**config.mk**
```make
export PLATFORM = sky130hd
export DESIGN_NAME = uncache_wr_buffer_flat
export DESIGN_NICKNAME = d
export VERILOG_FILES = /design/src/rtl/uncache_wr_buffer_if.sv /design/src/rtl/uncache_wr_buffer.sv /design/src/flat_wrapper.sv
export SDC_FILE = /design/constraint.sdc
export NUM_CORES = 1
export LEC_CHECK = 0
export CORE_UTILIZATION = 49
export CTS_CLUSTER_DIAMETER = 120
export DETAILED_ROUTE_END_ITERATION = 6
export PLACE_DENSITY = 0.76
export SLEW_MARGIN = 25
export SYNTH_ARGS = -nofsm -noshare
export SYNTH_HDL_FRONTEND = slang
export SYNTH_SLANG_ARGS = --single-unit
```
**constraint.sdc**
```tcl
create_clock -name aclk -period 3 [get_ports aclk]
set_clock_uncertainty 0.1 [all_clocks]
set_input_delay 0.3 -clock aclk [delete_from_list [all_inputs] [get_ports aclk]]
set_output_delay 0.3 -clock aclk [all_outputs]
set_load 0.05 [all_outputs]
```
**src/rtl/uncache_wr_buffer_if.sv**
```systemverilog
// uncache_wr_buffer_if: store-in, load-probe and bridge-write signals of the uncached posted-write buffer.
interface uncache_wr_buffer_if #(parameter int DEPTH = 4, parameter int ADDR_W = 32, parameter int DATA_W = 32);
  localparam int SW = DATA_W / 8;
  localparam int CW = $clog2(DEPTH) + 1;
  logic              in_valid;
  logic [ADDR_W-1:0] in_addr;
  logic [DATA_W-1:0] in_data;
  logic [SW-1:0]     in_wstrb;
  logic [2:0]        in_type;
  logic              in_ready;
  logic              rd_valid;
  logic [ADDR_W-1:0] rd_addr;
  logic              rd_stall;
  logic              wr_req;
  logic [ADDR_W-1:0] wr_addr;
  logic [DATA_W-1:0] wr_data;
  logic [SW-1:0]     wr_wstrb;
  logic [2:0]        wr_type;
  logic              wr_rdy;
  logic              wr_done;
  logic              empty;
  logic              full;
  logic [CW-1:0]     count;
  modport slave (
    input  in_valid, in_addr, in_data, in_wstrb, in_type, rd_valid, rd_addr, wr_rdy, wr_done,
    output in_ready, rd_stall, wr_req, wr_addr, wr_data, wr_wstrb, wr_type, empty, full, count
  );
  modport master (
    output in_valid, in_addr, in_data, in_wstrb, in_type, rd_valid, rd_addr, wr_rdy, wr_done,
    input  in_ready, rd_stall, wr_req, wr_addr, wr_data, wr_wstrb, wr_type, empty, full, count
  );
endinterface

```
**src/rtl/uncache_wr_buffer.sv**
```systemverilog
// uncache_wr_buffer: posted-write FIFO draining uncached stores to the AXI bridge, one write in flight.
// Define UNCACHE_WB_MERGE_EN to merge same-word stores into the tail-most entry.
module uncache_wr_buffer #(
  parameter int DEPTH  = 4,
  parameter int ADDR_W = 32,
  parameter int DATA_W = 32
) (
  input logic aclk,
  input logic aresetn,
  uncache_wr_buffer_if.slave bus
);
  localparam int SW = DATA_W / 8;
  localparam int PW = $clog2(DEPTH);
  localparam int CW = PW + 1;
  typedef enum logic [1:0] {IDLE, REQ, WAIT} state_t;
  state_t            r_state, w_state_n;
  logic [ADDR_W-1:0] r_addr  [DEPTH];
  logic [DATA_W-1:0] r_data  [DEPTH];
  logic [SW-1:0]     r_wstrb [DEPTH];
  logic [2:0]        r_type  [DEPTH];
  logic [PW-1:0]     r_head, r_tail, w_last;
  logic [CW-1:0]     r_count, w_count_n;
  logic              w_full, w_merge, w_alloc, w_pop, w_hit;
  assign w_full = r_count == CW'(DEPTH);
  assign w_last = r_tail - PW'(1);
`ifdef UNCACHE_WB_MERGE_EN
  // the tail-most entry is frozen once it is the head being written out
  assign w_merge = bus.in_valid && r_count != '0 &&
                   r_addr[w_last][ADDR_W-1:2] == bus.in_addr[ADDR_W-1:2] &&
                   !(r_count == CW'(1) && r_state != IDLE);
`else
  assign w_merge = 1'b0;
`endif
  assign w_alloc   = bus.in_valid & !w_full & !w_merge;
  assign w_pop     = (r_state == WAIT) & bus.wr_done;
  assign w_count_n = r_count + CW'(w_alloc) - CW'(w_pop);
  always_comb begin
    w_state_n = r_state;
    unique case (r_state)
      IDLE:    w_state_n = (r_count != '0) ? REQ : IDLE;
      REQ:     w_state_n = bus.wr_rdy ? WAIT : REQ;
      WAIT:    w_state_n = bus.wr_done ? ((w_count_n != '0) ? REQ : IDLE) : WAIT;
      default: w_state_n = IDLE;
    endcase
  end
  always_ff @(posedge aclk or negedge aresetn)
    if (!aresetn) begin
      r_state <= IDLE;
      r_head  <= '0;
      r_tail  <= '0;
      r_count <= '0;
    end else begin
      r_state <= w_state_n;
      r_count <= w_count_n;
      if (w_pop) r_head <= r_head + PW'(1);
      if (w_alloc) r_tail <= r_tail + PW'(1);
    end
  always_ff @(posedge aclk) begin
    if (w_alloc) begin
      r_addr[r_tail]  <= bus.in_addr;
      r_data[r_tail]  <= bus.in_data;
      r_wstrb[r_tail] <= bus.in_wstrb;
      r_type[r_tail]  <= bus.in_type;
    end
    if (w_merge) begin
      for (int b = 0; b < SW; b++)
        if (bus.in_wstrb[b]) r_data[w_last][8*b +: 8] <= bus.in_data[8*b +: 8];
      r_wstrb[w_last] <= r_wstrb[w_last] | bus.in_wstrb;
      r_type[w_last]  <= 3'b010;
    end
  end
  // a store accepted this cycle counts as pending for the load probe
  always_comb begin
    logic [PW-1:0] off;
    w_hit = bus.in_valid & bus.in_ready & (bus.in_addr[ADDR_W-1:2] == bus.rd_addr[ADDR_W-1:2]);
    for (int i = 0; i < DEPTH; i++) begin
      off   = PW'(i) - r_head;
      w_hit = w_hit | (({1'b0, off} < r_count) & (r_addr[i][ADDR_W-1:2] == bus.rd_addr[ADDR_W-1:2]));
    end
  end
  assign bus.rd_stall = bus.rd_valid & w_hit;
  assign bus.in_ready = !w_full | w_merge;
  assign bus.wr_req   = r_state == REQ;
  assign bus.wr_addr  = bus.wr_req ? r_addr[r_head]  : '0;
  assign bus.wr_data  = bus.wr_req ? r_data[r_head]  : '0;
  assign bus.wr_wstrb = bus.wr_req ? r_wstrb[r_head] : '0;
  assign bus.wr_type  = bus.wr_req ? r_type[r_head]  : '0;
  assign bus.empty    = r_count == '0;
  assign bus.full     = w_full;
  assign bus.count    = r_count;
endmodule

```
**src/flat_wrapper.sv**
```systemverilog
// flat-port wrapper written by rule: the top's interface ports become plain ports
module uncache_wr_buffer_flat 
#(
  parameter int DEPTH  = 4,
  parameter int ADDR_W = 32,
  parameter int DATA_W = 32
)
  (aclk, aresetn, bus_in_valid, bus_in_addr, bus_in_data, bus_in_wstrb, bus_in_type, bus_rd_valid, bus_rd_addr, bus_wr_rdy, bus_wr_done, bus_in_ready, bus_rd_stall, bus_wr_req, bus_wr_addr, bus_wr_data, bus_wr_wstrb, bus_wr_type, bus_empty, bus_full, bus_count);
  uncache_wr_buffer_if #(.DEPTH(DEPTH), .ADDR_W(ADDR_W), .DATA_W(DATA_W)) bus_i ();
  input logic aclk;
  input logic aresetn;
  input wire logic [$bits(bus_i.in_valid)-1:0] bus_in_valid;
  input wire logic [$bits(bus_i.in_addr)-1:0] bus_in_addr;
  input wire logic [$bits(bus_i.in_data)-1:0] bus_in_data;
  input wire logic [$bits(bus_i.in_wstrb)-1:0] bus_in_wstrb;
  input wire logic [$bits(bus_i.in_type)-1:0] bus_in_type;
  input wire logic [$bits(bus_i.rd_valid)-1:0] bus_rd_valid;
  input wire logic [$bits(bus_i.rd_addr)-1:0] bus_rd_addr;
  input wire logic [$bits(bus_i.wr_rdy)-1:0] bus_wr_rdy;
  input wire logic [$bits(bus_i.wr_done)-1:0] bus_wr_done;
  output wire logic [$bits(bus_i.in_ready)-1:0] bus_in_ready;
  output wire logic [$bits(bus_i.rd_stall)-1:0] bus_rd_stall;
  output wire logic [$bits(bus_i.wr_req)-1:0] bus_wr_req;
  output wire logic [$bits(bus_i.wr_addr)-1:0] bus_wr_addr;
  output wire logic [$bits(bus_i.wr_data)-1:0] bus_wr_data;
  output wire logic [$bits(bus_i.wr_wstrb)-1:0] bus_wr_wstrb;
  output wire logic [$bits(bus_i.wr_type)-1:0] bus_wr_type;
  output wire logic [$bits(bus_i.empty)-1:0] bus_empty;
  output wire logic [$bits(bus_i.full)-1:0] bus_full;
  output wire logic [$bits(bus_i.count)-1:0] bus_count;
  assign bus_i.in_valid = bus_in_valid;
  assign bus_i.in_addr = bus_in_addr;
  assign bus_i.in_data = bus_in_data;
  assign bus_i.in_wstrb = bus_in_wstrb;
  assign bus_i.in_type = bus_in_type;
  assign bus_i.rd_valid = bus_rd_valid;
  assign bus_i.rd_addr = bus_rd_addr;
  assign bus_i.wr_rdy = bus_wr_rdy;
  assign bus_i.wr_done = bus_wr_done;
  assign bus_in_ready = bus_i.in_ready;
  assign bus_rd_stall = bus_i.rd_stall;
  assign bus_wr_req = bus_i.wr_req;
  assign bus_wr_addr = bus_i.wr_addr;
  assign bus_wr_data = bus_i.wr_data;
  assign bus_wr_wstrb = bus_i.wr_wstrb;
  assign bus_wr_type = bus_i.wr_type;
  assign bus_empty = bus_i.empty;
  assign bus_full = bus_i.full;
  assign bus_count = bus_i.count;
  uncache_wr_buffer #(.DEPTH(DEPTH), .ADDR_W(ADDR_W), .DATA_W(DATA_W)) u_core (.aclk(aclk), .aresetn(aresetn), .bus(bus_i));
endmodule
```
==> impl_metrics.ini <==
[run_status]
outcome = complete, but fails checks
violations = design-rule violations, negative setup slack

[die]
num_rows = 59
dieWidth_um = 165.8
core_area_mm2 = 0.02621
ioPinCount = 188
start_util = 0.5016
dieArea_mm2 = 0.02749
fp.dieH_um = 165.8

[timing]
fin_crit_sh = 1.040
final.setup.worst_slack_ns = -0.1196
finalHoldViolCount = 0
finalCriticalPeriod_ns = 3.120
fmax_mhz = 320.6
worstMarginPinSlew_ns = 0.5911
rsz0062_at_grt = yes
maxSlewViolCount = 0
slew-limit-headroom = 0.6059
setup_viol = 1
tns_ns = -0.1196

[yosys]
synth_top_family_by_area = multiplexers
ys_seq_area_frac = 0.6659
avgSynthCellArea_um2 = 17.55
syn_inst = 749
synth_xor_area_frac = 0.1039
synth_seq_cells = 293
synth_compound_gate_area_share = 0.007520
ys_warn_count = 0
syn_area_mm2 = 0.01315
synth-simple-area-share = 0.06358
synthMuxAreaShare = 0.1216
synth_cell_types = 34
syn_nets = 869
synthAdderAreaFrac = 0.01104

[placement]
dp.final_hpwl_um = 20950
place.gp.congestion = 0.8964
dpl.cell_count = 1253
pre_cts_slack_ns = 0.07884
port_buffers = 185

[setup_path]
critPathCaptureType = output pin
worst-path-max-fanout = 4
cp_slowest_cell = o41a_1
critPathLaunchType = register
cp_common_cell = buf_12
crit_chain = buf_12, xor2_2, ha_1, a21oi_1, o2111ai_1, o22ai_1, o41a_1, buf_12
required_ns = 2.60
cp_slowest_stage_delay_ns = 0.52
path_class = register to output pin
cp.arrival_ns = 2.72

[final_layout]
fillCellCount = 1893
area_growth_syn_to_layout_pct = 25.07
instances_no_fill = 1307
drive_gt1_frac = 0.2173
final_nets = 1075

[clocking]
cts-root-buf = clkbuf_16
cts_tree = built
clk-insertion-delay-late_ns = 0.54
clockBufferDepth = 3
htree_levels = 1
cts_buffers = 31
clock_sinks = 293
clkTransAtPathRegs_ns = 0.06

[route]
wire_per_inst_um = 23.19
first_pass_iters = 7
final_antenna_net_count = 0
totalWireLength_um = 30310
drtIter0Drc = 594
vias = 7318
drc = 24
avgViaCountPerCell = 5.599

[grt]
grt_pass1_wl_um = 45810
grt_pass1_vias = 7745
grtUsageTotal = 0.2228
antenna_found_initial = 3
gr-total-overflow = 0
grt_max_degree = 65

[job]
max_cap_viol_count = 0

[pwr]
power.density_mw_per_mm2 = 1003
p_leak_uw = 0.005702
vdd_drop_max_v = 0.0006050

[worst_hold_path]
hp-class = input port to register
==> sequential cells by signal, summed over array words and instances (netlist names) <==
signal / count
u_core.bus.count: 3
u_core.r_tail: 2
u_core.r_addr: 128
u_core.r_wstrb: 16
u_core.r_state: 2
u_core.r_head: 2
u_core.r_data: 128
u_core.r_type: 12
==> what timing repair did <==
| item | in CTS | in global routing |
|---|---|---|
| endpoints found under the setup margin | 31 | 7 |
| endpoints found under the hold margin | 9 | 0 |
| setup buffers | 0 | 3 |
| pin swaps | 1 | 5 |
| resized for setup | 35 | 6 |
| hold buffers | 1 | 0 |
==> report_power, final <==
part           switching [uW]  internal, uW  total (uW)
sequential                371          5420        5800
clock                    1440          2200        3640
combinational            4380          2680        7070
total                    6190         10300       16500
==> per-layer routing <==
layer  track usage  share of wire  vias up
li1              -              -     3270
met1        0.2839           0.40     3694
met2        0.3803           0.50      295
met3       0.05624          0.081       57
met4       0.06217          0.025        2
met5             0        0.00043        -
==> placed cells by master (no fill, tap or decap), drive strengths merged, types with 2 or more instances in the layout <==
master | netlist | routed
edfxtp | 284 | 284
clkdlybuf4s50 | 0 | 113
xor2 | 93 | 93
buf | 41 | 85
and2 | 72 | 72
mux4 | 71 | 71
xnor2 | 63 | 63
clkbuf | 15 | 37
dlygate4sd2 | 0 | 29
nor4 | 25 | 25
nand4 | 19 | 19
inv | 12 | 12
ha | 10 | 10
dfrtp | 9 | 9
clkinv | 0 | 9
a21oi | 5 | 5
and3 | 4 | 4
bufinv | 0 | 4
nand2 | 4 | 4
nor2 | 3 | 3
o21ai | 3 | 3
nand3 | 3 | 3
nand2b | 2 | 2
o2111ai | 2 | 2
nor3 | 2 | 2
==> layout make-up <==
cell class	count	area (um2)	share of cell area
Multi-Input combinational cell	388	4109	0.2499
Antenna cell	1	2.502	0.0001522
Inverter	12	45.04	0.002740
Timing Repair Buffer	229	2151	0.1308
Tap cell	335	419.2	0.02549
Clock buffer	36	794.5	0.04833
Clock inverter	13	158.9	0.009665
Sequential cell	293	8761	0.5329
==> critical path, delay by kind of cell (launching register included) <==
family,cells,cell delay [ns]
xor gates and xnor gates,1,0.17
AOI/OAI and AO/OA,4,0.91
DFF,1,0.49
buffers and inverters,2,0.33
adders and majority gates,1,0.28
==> cell usage after synthesis, drive strengths merged <==
| master | count | area (um2) |
|---|---|---|
| o31ai | 1 | 7.510 |
| xor2 | 93 | 814.5 |
| nand2b | 2 | 12.51 |
| nor3 | 2 | 10.01 |
| edfxtp | 284 | 8528 |
| nand2 | 4 | 17.52 |
| fa | 1 | 20.02 |
| a31oi | 1 | 6.260 |
| nor2b | 1 | 6.260 |
| inv | 12 | 45.04 |
| o21ai | 3 | 15.01 |
| o41a | 1 | 11.26 |
| and3 | 4 | 25.02 |
| nor2 | 3 | 11.26 |
| nand4 | 19 | 118.9 |
| a2111oi | 1 | 10.01 |
| xnor2 | 63 | 551.8 |
| clkbuf | 15 | 57.55 |
| and2 | 72 | 450.4 |
| a21oi | 5 | 25.02 |
| buf | 41 | 244.0 |
| nor4 | 25 | 156.4 |
| o22ai | 1 | 6.260 |
| mux4 | 71 | 1599 |
| nand3 | 3 | 27.53 |
| o2111ai | 2 | 17.52 |
| dfrtp | 9 | 225.2 |
| ha | 10 | 125.1 |
==> per-stage QoR <==
step | utilization | total power [uW] | hold WS, ns | area [um2]
after floorplan | - | 10660 | -0.09559 | 13150
final | 0.6274 | 16500 | 0.2519 | 16440
after CTS | 0.6257 | 16620 | 0.2300 | 16400
after detailed placement | 0.5894 | 13090 | 0.4397 | 15440
after global placement | 0.5894 | 13010 | 0.4325 | 15440
after global routing | 0.6273 | 17150 | 0.2588 | 16440
==> logic make-up (layout without fill, tap and decap cells) <==
| kind of cell | Yosys count | in the layout |
|---|---|---|
| flops | 293 | 293 |
| xor+xnor | 156 | 156 |
| simple gates | 135 | 135 |
| mux | 71 | 71 |
| buf+inv | 68 | 290 |
| compound gates | 15 | 15 |
| fa+ha+maj | 11 | 11 |
| other cells | 0 | 1 |
==> final timing paths <==
path | from | to | slack, ns | cells past startpoint
worst max-delay path | u_core.r_head[1]$_DFFE_PN0P_ | bus_rd_stall | -0.12 | 8
min in group asynchronous | aresetn | u_core.r_head[0]$_DFFE_PN0P_ | 0.51 | 2
worst min register to register | u_core.r_state[1]$_DFF_PN0_ | u_core.r_state[0]$_DFF_PN0_ | 0.45 | 1
worst max register to register | u_core.bus.count[1]$_DFF_PN0_ | u_core.r_state[0]$_DFF_PN0_ | 0.61 | 9
worst min-delay path | bus_wr_rdy | u_core.r_state[1]$_DFF_PN0_ | 0.25 | 3
max in group asynchronous | aresetn | u_core.r_head[1]$_DFFE_PN0P_ | 1.97 | 2
(Power assumes the default switching activity.)
